$ cat src/rtl/icap_readback_controller.sv
// rtl/icap_readback_controller.sv - ICAP configuration readback sequencer with MSB-first byte stream output
module icap_readback_controller #(
  parameter int CNT_W      = 16,
  parameter int FIFO_DEPTH = 8,
  parameter int READ_LAT   = 3
) (
  input  logic             clk,
  input  logic             rst_n,
  input  logic             start,
  input  logic [31:0]      frame_addr,
  input  logic [CNT_W-1:0] word_count,
  output logic             icap_csib,
  output logic             icap_rdwrb,
  output logic [31:0]      icap_i,
  input  logic [31:0]      icap_o,
  input  logic             icap_busy,
  output logic [7:0]       rd_data,
  output logic             rd_valid,
  input  logic             rd_ready,
  output logic             readback_busy,
  output logic             readback_done
);

  localparam int PTR_W  = $clog2(FIFO_DEPTH);
  localparam int FC_W   = PTR_W + 1;
  localparam int FCX_W  = FC_W + 1;
  localparam int SUM_W  = CNT_W + 1;
  localparam logic [FC_W:0] DEPTH_V = FCX_W'(FIFO_DEPTH);

  typedef enum logic [3:0] {
    S_IDLE,
    S_PRE,
    S_SW_RD1,
    S_SW_RD2,
    S_READ,
    S_DRAIN,
    S_SW_WR1,
    S_SW_WR2,
    S_POST,
    S_DONE
  } state_t;

  state_t              state, state_nxt;
  logic [3:0]          step;
  logic [31:0]         far_q;
  logic [CNT_W-1:0]    wc_q;
  logic [CNT_W-1:0]    captured;
  logic [FC_W-1:0]     inflight, inflight_nxt;
  logic [FC_W-1:0]     fifo_cnt, fifo_cnt_nxt;
  logic [READ_LAT-1:0] strobe_dly;
  logic [31:0]         fifo_mem [FIFO_DEPTH];
  logic [PTR_W-1:0]    wr_ptr, rd_ptr;
  logic [1:0]          byte_idx;
  logic [31:0]         pre_word, post_word, head_word;

  logic [SUM_W-1:0]    req_total, wc_ext;
  logic [FC_W:0]       credit_used;
  logic                strobe, emerge, capture, byte_fire, pop, start_ok;

  // Words requested so far (stored or still in the latency pipe) and FIFO slots reserved.
  assign req_total   = {1'b0, captured} + SUM_W'(inflight);
  assign wc_ext      = {1'b0, wc_q};
  assign credit_used = {1'b0, fifo_cnt} + {1'b0, inflight};

  // A read strobe is issued only when the word is still needed and a FIFO slot is reserved for it.
  assign strobe    = (state == S_READ) && (req_total < wc_ext) && (credit_used < DEPTH_V);
  assign emerge    = strobe_dly[READ_LAT-1];
  assign capture   = emerge && !icap_busy;
  assign byte_fire = rd_valid && rd_ready;
  assign pop       = byte_fire && (byte_idx == 2'd3);
  assign start_ok  = start && (state == S_IDLE) && (fifo_cnt == '0);

  assign readback_busy = (state != S_IDLE);
  assign readback_done = (state == S_DONE);
  assign head_word     = fifo_mem[rd_ptr];

  // Preamble and postamble command word tables, indexed by the per-state step counter.
  always_comb begin
    pre_word  = 32'h0000_0000;
    post_word = 32'h0000_0000;
    case (step)
      4'd0:    pre_word = 32'hFFFF_FFFF;
      4'd1:    pre_word = 32'hAA99_5566;
      4'd2:    pre_word = 32'h2000_0000;
      4'd3:    pre_word = 32'h3000_8001;
      4'd4:    pre_word = 32'h0000_0004;
      4'd5:    pre_word = 32'h3000_2001;
      4'd6:    pre_word = far_q;
      4'd7:    pre_word = 32'h2800_6000;
      4'd8:    pre_word = {5'b01001, 27'(wc_q)};
      4'd9:    pre_word = 32'h2000_0000;
      4'd10:   pre_word = 32'h2000_0000;
      default: pre_word = 32'h0000_0000;
    endcase
    case (step[1:0])
      2'd0:    post_word = 32'h3000_8001;
      2'd1:    post_word = 32'h0000_000D;
      default: post_word = 32'h2000_0000;
    endcase
  end

  // Next-state logic and ICAP pin drive.
  always_comb begin
    state_nxt  = state;
    icap_csib  = 1'b1;
    icap_rdwrb = 1'b0;
    icap_i     = 32'h0000_0000;
    case (state)
      S_IDLE: begin
        if (start_ok) state_nxt = S_PRE;
      end
      S_PRE: begin
        icap_csib = 1'b0;
        icap_i    = pre_word;
        if (step == 4'd10) state_nxt = S_SW_RD1;
      end
      S_SW_RD1: begin
        state_nxt = S_SW_RD2;
      end
      S_SW_RD2: begin
        icap_rdwrb = 1'b1;
        state_nxt  = (wc_q == '0) ? S_SW_WR1 : S_READ;
      end
      S_READ: begin
        icap_rdwrb = 1'b1;
        icap_csib  = !strobe;
        if (req_total == wc_ext) state_nxt = S_DRAIN;
      end
      S_DRAIN: begin
        icap_rdwrb = 1'b1;
        if (req_total < wc_ext) state_nxt = S_READ;
        else if (inflight == '0) state_nxt = S_SW_WR1;
      end
      S_SW_WR1: begin
        icap_rdwrb = 1'b1;
        state_nxt  = S_SW_WR2;
      end
      S_SW_WR2: begin
        state_nxt = S_POST;
      end
      S_POST: begin
        icap_csib = 1'b0;
        icap_i    = post_word;
        if (step == 4'd3) state_nxt = S_DONE;
      end
      S_DONE: begin
        state_nxt = S_IDLE;
      end
      default: state_nxt = S_IDLE;
    endcase
  end

  // Strobe and FIFO occupancy bookkeeping for the next cycle.
  always_comb begin
    inflight_nxt = inflight;
    fifo_cnt_nxt = fifo_cnt;
    case ({strobe, emerge})
      2'b10:   inflight_nxt = inflight + FC_W'(1);
      2'b01:   inflight_nxt = inflight - FC_W'(1);
      default: inflight_nxt = inflight;
    endcase
    case ({capture, pop})
      2'b10:   fifo_cnt_nxt = fifo_cnt + FC_W'(1);
      2'b01:   fifo_cnt_nxt = fifo_cnt - FC_W'(1);
      default: fifo_cnt_nxt = fifo_cnt;
    endcase
  end

  // State register and per-state step counter.
  always_ff @(posedge clk or negedge rst_n) begin
    if (!rst_n) begin
      state <= S_IDLE;
      step  <= 4'd0;
    end else begin
      state <= state_nxt;
      if (state_nxt != state) step <= 4'd0;
      else                    step <= step + 4'd1;
    end
  end

  // Operation parameters, word counters and the read-latency delay line.
  always_ff @(posedge clk or negedge rst_n) begin
    if (!rst_n) begin
      far_q      <= 32'h0000_0000;
      wc_q       <= '0;
      captured   <= '0;
      inflight   <= '0;
      strobe_dly <= '0;
    end else begin
      if (start_ok) begin
        far_q    <= frame_addr;
        wc_q     <= word_count;
        captured <= '0;
      end else if (capture) begin
        captured <= captured + CNT_W'(1);
      end
      inflight   <= inflight_nxt;
      strobe_dly <= (strobe_dly << 1) | READ_LAT'(strobe);
    end
  end

  // Captured-word FIFO and byte serializer; the head word stays in the FIFO until its last byte is taken.
  always_ff @(posedge clk or negedge rst_n) begin
    if (!rst_n) begin
      for (int i = 0; i < FIFO_DEPTH; i++) fifo_mem[i] <= 32'h0000_0000;
      wr_ptr   <= '0;
      rd_ptr   <= '0;
      fifo_cnt <= '0;
      byte_idx <= 2'd0;
      rd_valid <= 1'b0;
    end else begin
      if (capture) begin
        fifo_mem[wr_ptr] <= icap_o;
        wr_ptr           <= wr_ptr + PTR_W'(1);
      end
      if (pop) rd_ptr <= rd_ptr + PTR_W'(1);
      if (byte_fire) byte_idx <= byte_idx + 2'd1;
      fifo_cnt <= fifo_cnt_nxt;
      rd_valid <= (fifo_cnt_nxt != '0);
    end
  end

  // Byte select from the FIFO head, MSB first.
  always_comb begin
    rd_data = 8'h00;
    if (rd_valid) begin
      case (byte_idx)
        2'd0:    rd_data = head_word[31:24];
        2'd1:    rd_data = head_word[23:16];
        2'd2:    rd_data = head_word[15:8];
        default: rd_data = head_word[7:0];
      endcase
    end
  end

endmodule

$ cat config.mk
export PLATFORM = sky130hd
export DESIGN_NAME = icap_readback_controller
export DESIGN_NICKNAME = d
export VERILOG_FILES = /design/src/rtl/icap_readback_controller.sv
export SDC_FILE = /design/constraint.sdc
export NUM_CORES = 1
export LEC_CHECK = 0
export CAP_MARGIN = 10
export CORE_MARGIN = 2
export CORE_UTILIZATION = 32
export CTS_BUF_LIST = sky130_fd_sc_hd__clkbuf_4 sky130_fd_sc_hd__clkbuf_8 sky130_fd_sc_hd__clkbuf_16
export DETAILED_ROUTE_END_ITERATION = 6
export SLEW_MARGIN = 20
export SYNTH_ARGS = -nofsm -noshare
export SYNTH_HDL_FRONTEND = slang
export SYNTH_SLANG_ARGS = --single-unit
$ cat constraint.sdc
create_clock -name clk -period 6.1 [get_ports clk]
set_clock_uncertainty 0.15 [all_clocks]
set_input_delay 0.61 -clock clk [delete_from_list [all_inputs] [get_ports clk]]
set_output_delay 0.61 -clock clk [all_outputs]
set_load 0.01 [all_outputs]
==> flow_metrics.env <==
export IMPL_layout_cells_non_filler=2127
export IMPL_setup_viol=0
export IMPL_fin_crit_ns=5.55
export IMPL_relSlewSlack_pct=23.3
export IMPL_synthAdderAreaFrac_pct=3.42
export IMPL_place_hpwl_um=26800
export IMPL_fp_dieH_um=235
export IMPL_clk_path_buf_depth=3
export IMPL_tritoncts="done"
export IMPL_avgSynthCellArea_um2=13.2
export IMPL_p_total_mw=9.66
export IMPL_dpl_worst_slack_ns=0.935
export IMPL_leakage_nw=8.86
export IMPL_fin_area_um2=20600
export IMPL_post_route_util_pct=39.1
export IMPL_first_iter_violations=642
export IMPL_seq_area_frac_synth_pct=50.8
export IMPL_cp_arrival_ns=4.79
export IMPL_synth_edff_count=0
export IMPL_overflow=0
export IMPL_ir_drop_uv=212
export IMPL_final_cell_mix="dfrtp_1 (345), mux2_2 (314), clkdlybuf4s50_1 (128)"
export IMPL_fp_dieW_um=235
export IMPL_fmax_mhz=180
export IMPL_drv_cap=0
export IMPL_rsz0062_at_grt="false"
export IMPL_hold_viol=0
export IMPL_clk_pin_slew_worst_paths_ns=0.06
export IMPL_fin_crit_sh_pct=91.0
export IMPL_ant_nets=0
export IMPL_cts_sinks=348
export IMPL_required_ns=5.34
export IMPL_die_area_um2=55400
export IMPL_synth_top_family_by_area="multiplexers"
export IMPL_final_nets=1537
export IMPL_worstSetupEndpointType="output port"
export IMPL_synthMuxAreaShare_pct=29.5
export IMPL_pwr_density_cell_nw_per_um2=469
export IMPL_start_kind="flip-flop"
export IMPL_layout_drive_gt1_share_pct=34.0
export IMPL_gp_congestion=0.821
export IMPL_drt_pass1_iter_count=5
export IMPL_critical_path_class="flip-flop to output port"
export IMPL_synth_xor_area_share_pct=2.10
export IMPL_syn_num_nets=1425
export IMPL_vias_per_cell=5.08
export IMPL_drv_slew=0
export IMPL_crit_fanout=9
export IMPL_dpl_cell_area_um2=19100
export IMPL_final_common_cell="dfrtp_1"
export IMPL_drc=0
export IMPL_cts_resized=0
export IMPL_fin_hold_ws_ns=0.198
export IMPL_ys_seq_elements=348
export IMPL_outcome="finished, final reports clean"
export IMPL_yosys_warnings=0
export IMPL_dp_cells=2051
export IMPL_min_path_type="flip-flop to flip-flop"
export IMPL_io_pin_count=130
export IMPL_placementRows=84
export IMPL_synth_simple_gate_area_share_pct=5.68
export IMPL_tightest_slew_ns=1.15
export IMPL_ys_types=61
export IMPL_grt_pass1_vias=11500
export IMPL_num_vias=10800
export IMPL_grtUsageTotal_pct=15.3
export IMPL_setup_tns_ns=0
export IMPL_coreArea_um2=52800
export IMPL_synth_area_um2=17100
export IMPL_grt_pass1_wl_um=66900
export IMPL_insertion_delay_ns=0.56
export IMPL_syn_inst=1295
export IMPL_n_fill_cell=4958
export IMPL_numPortBuffers=129
export IMPL_numCtsBuffers=40
export IMPL_area_growth_syn_to_layout_pct=20.3
export IMPL_root_buffer="clkbuf_16"
export IMPL_initial_utilization_pct=32.5
export IMPL_antenna_found_initial=1
export IMPL_async_flop_share_pct=100
export IMPL_wl_um=41800
export IMPL_grt_start_max_net_pins=123
export IMPL_post_drt_wl_per_cell_um=19.7
export IMPL_htreeDepth=2
export IMPL_synth_compound_area_share_pct=5.46
export IMPL_setup_slack_ns=0.547
export IMPL_synthFlopType="dfrtp_1"
[worst max-delay path: stages (launching register included)]
cell and delay, ns:
dfrtp_1 0.44, ha_1 0.20, inv_1 0.05, fa_1 0.41
nand2b_1 0.20, a211oi_2 0.46, nand4_1 0.18, xnor2_1 0.15
ha_1 0.29, nand4_1 0.13, nor2_1 0.07, o31a_1 0.27
a2111oi_4 0.58, a311oi_1 0.26, clkdlybuf4s50_1 0.55
[report_power, final]
part | internal [mW] | switching, mW
combinational | 1.95 | 1.30
clock | 1.57 | 0.975
sequential | 3.18 | 0.676
[routing by layer]
layer  track usage (%)  vias up  part of all wire (%)
li1                  -     4949                     -
met2              25.8      169                    50
met1              20.1     5623                    44
met5                 0        -                 0.026
met4              4.88        2                   2.4
met3              2.42       62                   3.6
[cell type report]
cell class / count / area [µm²] / area share, %
Inverter: 40 / 150 / 0.729
Clock buffer: 58 / 1230 / 5.96
Antenna cell: 1 / 2.50 / 0.0121
Timing Repair Buffer: 151 / 1510 / 7.32
Multi-Input combinational cell: 826 / 7950 / 38.6
Tap cell: 688 / 861 / 4.18
Clock inverter: 15 / 194 / 0.941
Sequential cell: 348 / 8710 / 42.3
[cells in the mapped netlist, types with 17 or more instances]
library cell	n	area [µm²]
o21ai_0	37	185
inv_1	39	146
mux4_2	64	1440
a22oi_1	21	158
xnor2_1	24	210
nor2_1	35	131
nand2_1	82	308
dfrtp_1	348	8710
xor2_1	17	149
a21oi_1	61	305
clkbuf_1	38	143
ha_1	42	526
buf_2	23	115
mux2_2	314	3540
[registers in the layout (all words and copies together) (netlist names)]
| name | cells |
|---|---|
| fifo_mem | 256 |
| far_q | 32 |
| captured | 16 |
| wc_q | 16 |
| fifo_cnt | 4 |
| inflight | 4 |
| state | 4 |
| step | 4 |
| rd_ptr | 3 |
| strobe_dly | 3 |
| wr_ptr | 3 |
| byte_idx | 2 |
| rd_valid | 1 |
[timing repair]
action,in CTS,in global routing
setup buffers,0,0
hold buffers,0,1
endpoints found under the hold margin,0,34
[cells by family (layout without fill, tap and decap cells)]
| group | count (synthesis) | in the layout |
|---|---|---|
| buffers and inverters | 121 | 264 |
| other | 0 | 1 |
| AND/OR/NAND/NOR | 201 | 201 |
| XOR/XNOR | 41 | 41 |
| AO/OA/AOI/OAI | 153 | 153 |
| multiplexers | 386 | 386 |
| adder cells (fa/ha/maj) | 45 | 45 |
| flip-flops | 348 | 348 |
[final timing paths]
kind | startpoint | endpoint | slack, ns | cells after the start
setup reg to reg | inflight[0]$_DFFE_PN0P_ | inflight[3]$_DFFE_PN0P_ | 0.96 | 20
hold reg to reg | strobe_dly[0]$_DFF_PN0_ | strobe_dly[1]$_DFF_PN0_ | 0.20 | 0
setup / recovery | inflight[0]$_DFFE_PN0P_ | icap_csib | 0.55 | 14
max in group asynchronous | rst_n | fifo_mem[196]$_DFFE_PN0P_ | 3.95 | 4
min in group asynchronous | rst_n | wc_q[9]$_DFFE_PN0P_ | 0.36 | 2
hold / removal | strobe_dly[0]$_DFF_PN0_ | strobe_dly[1]$_DFF_PN0_ | 0.20 | 0
Power figures use the tool's default switching activity.
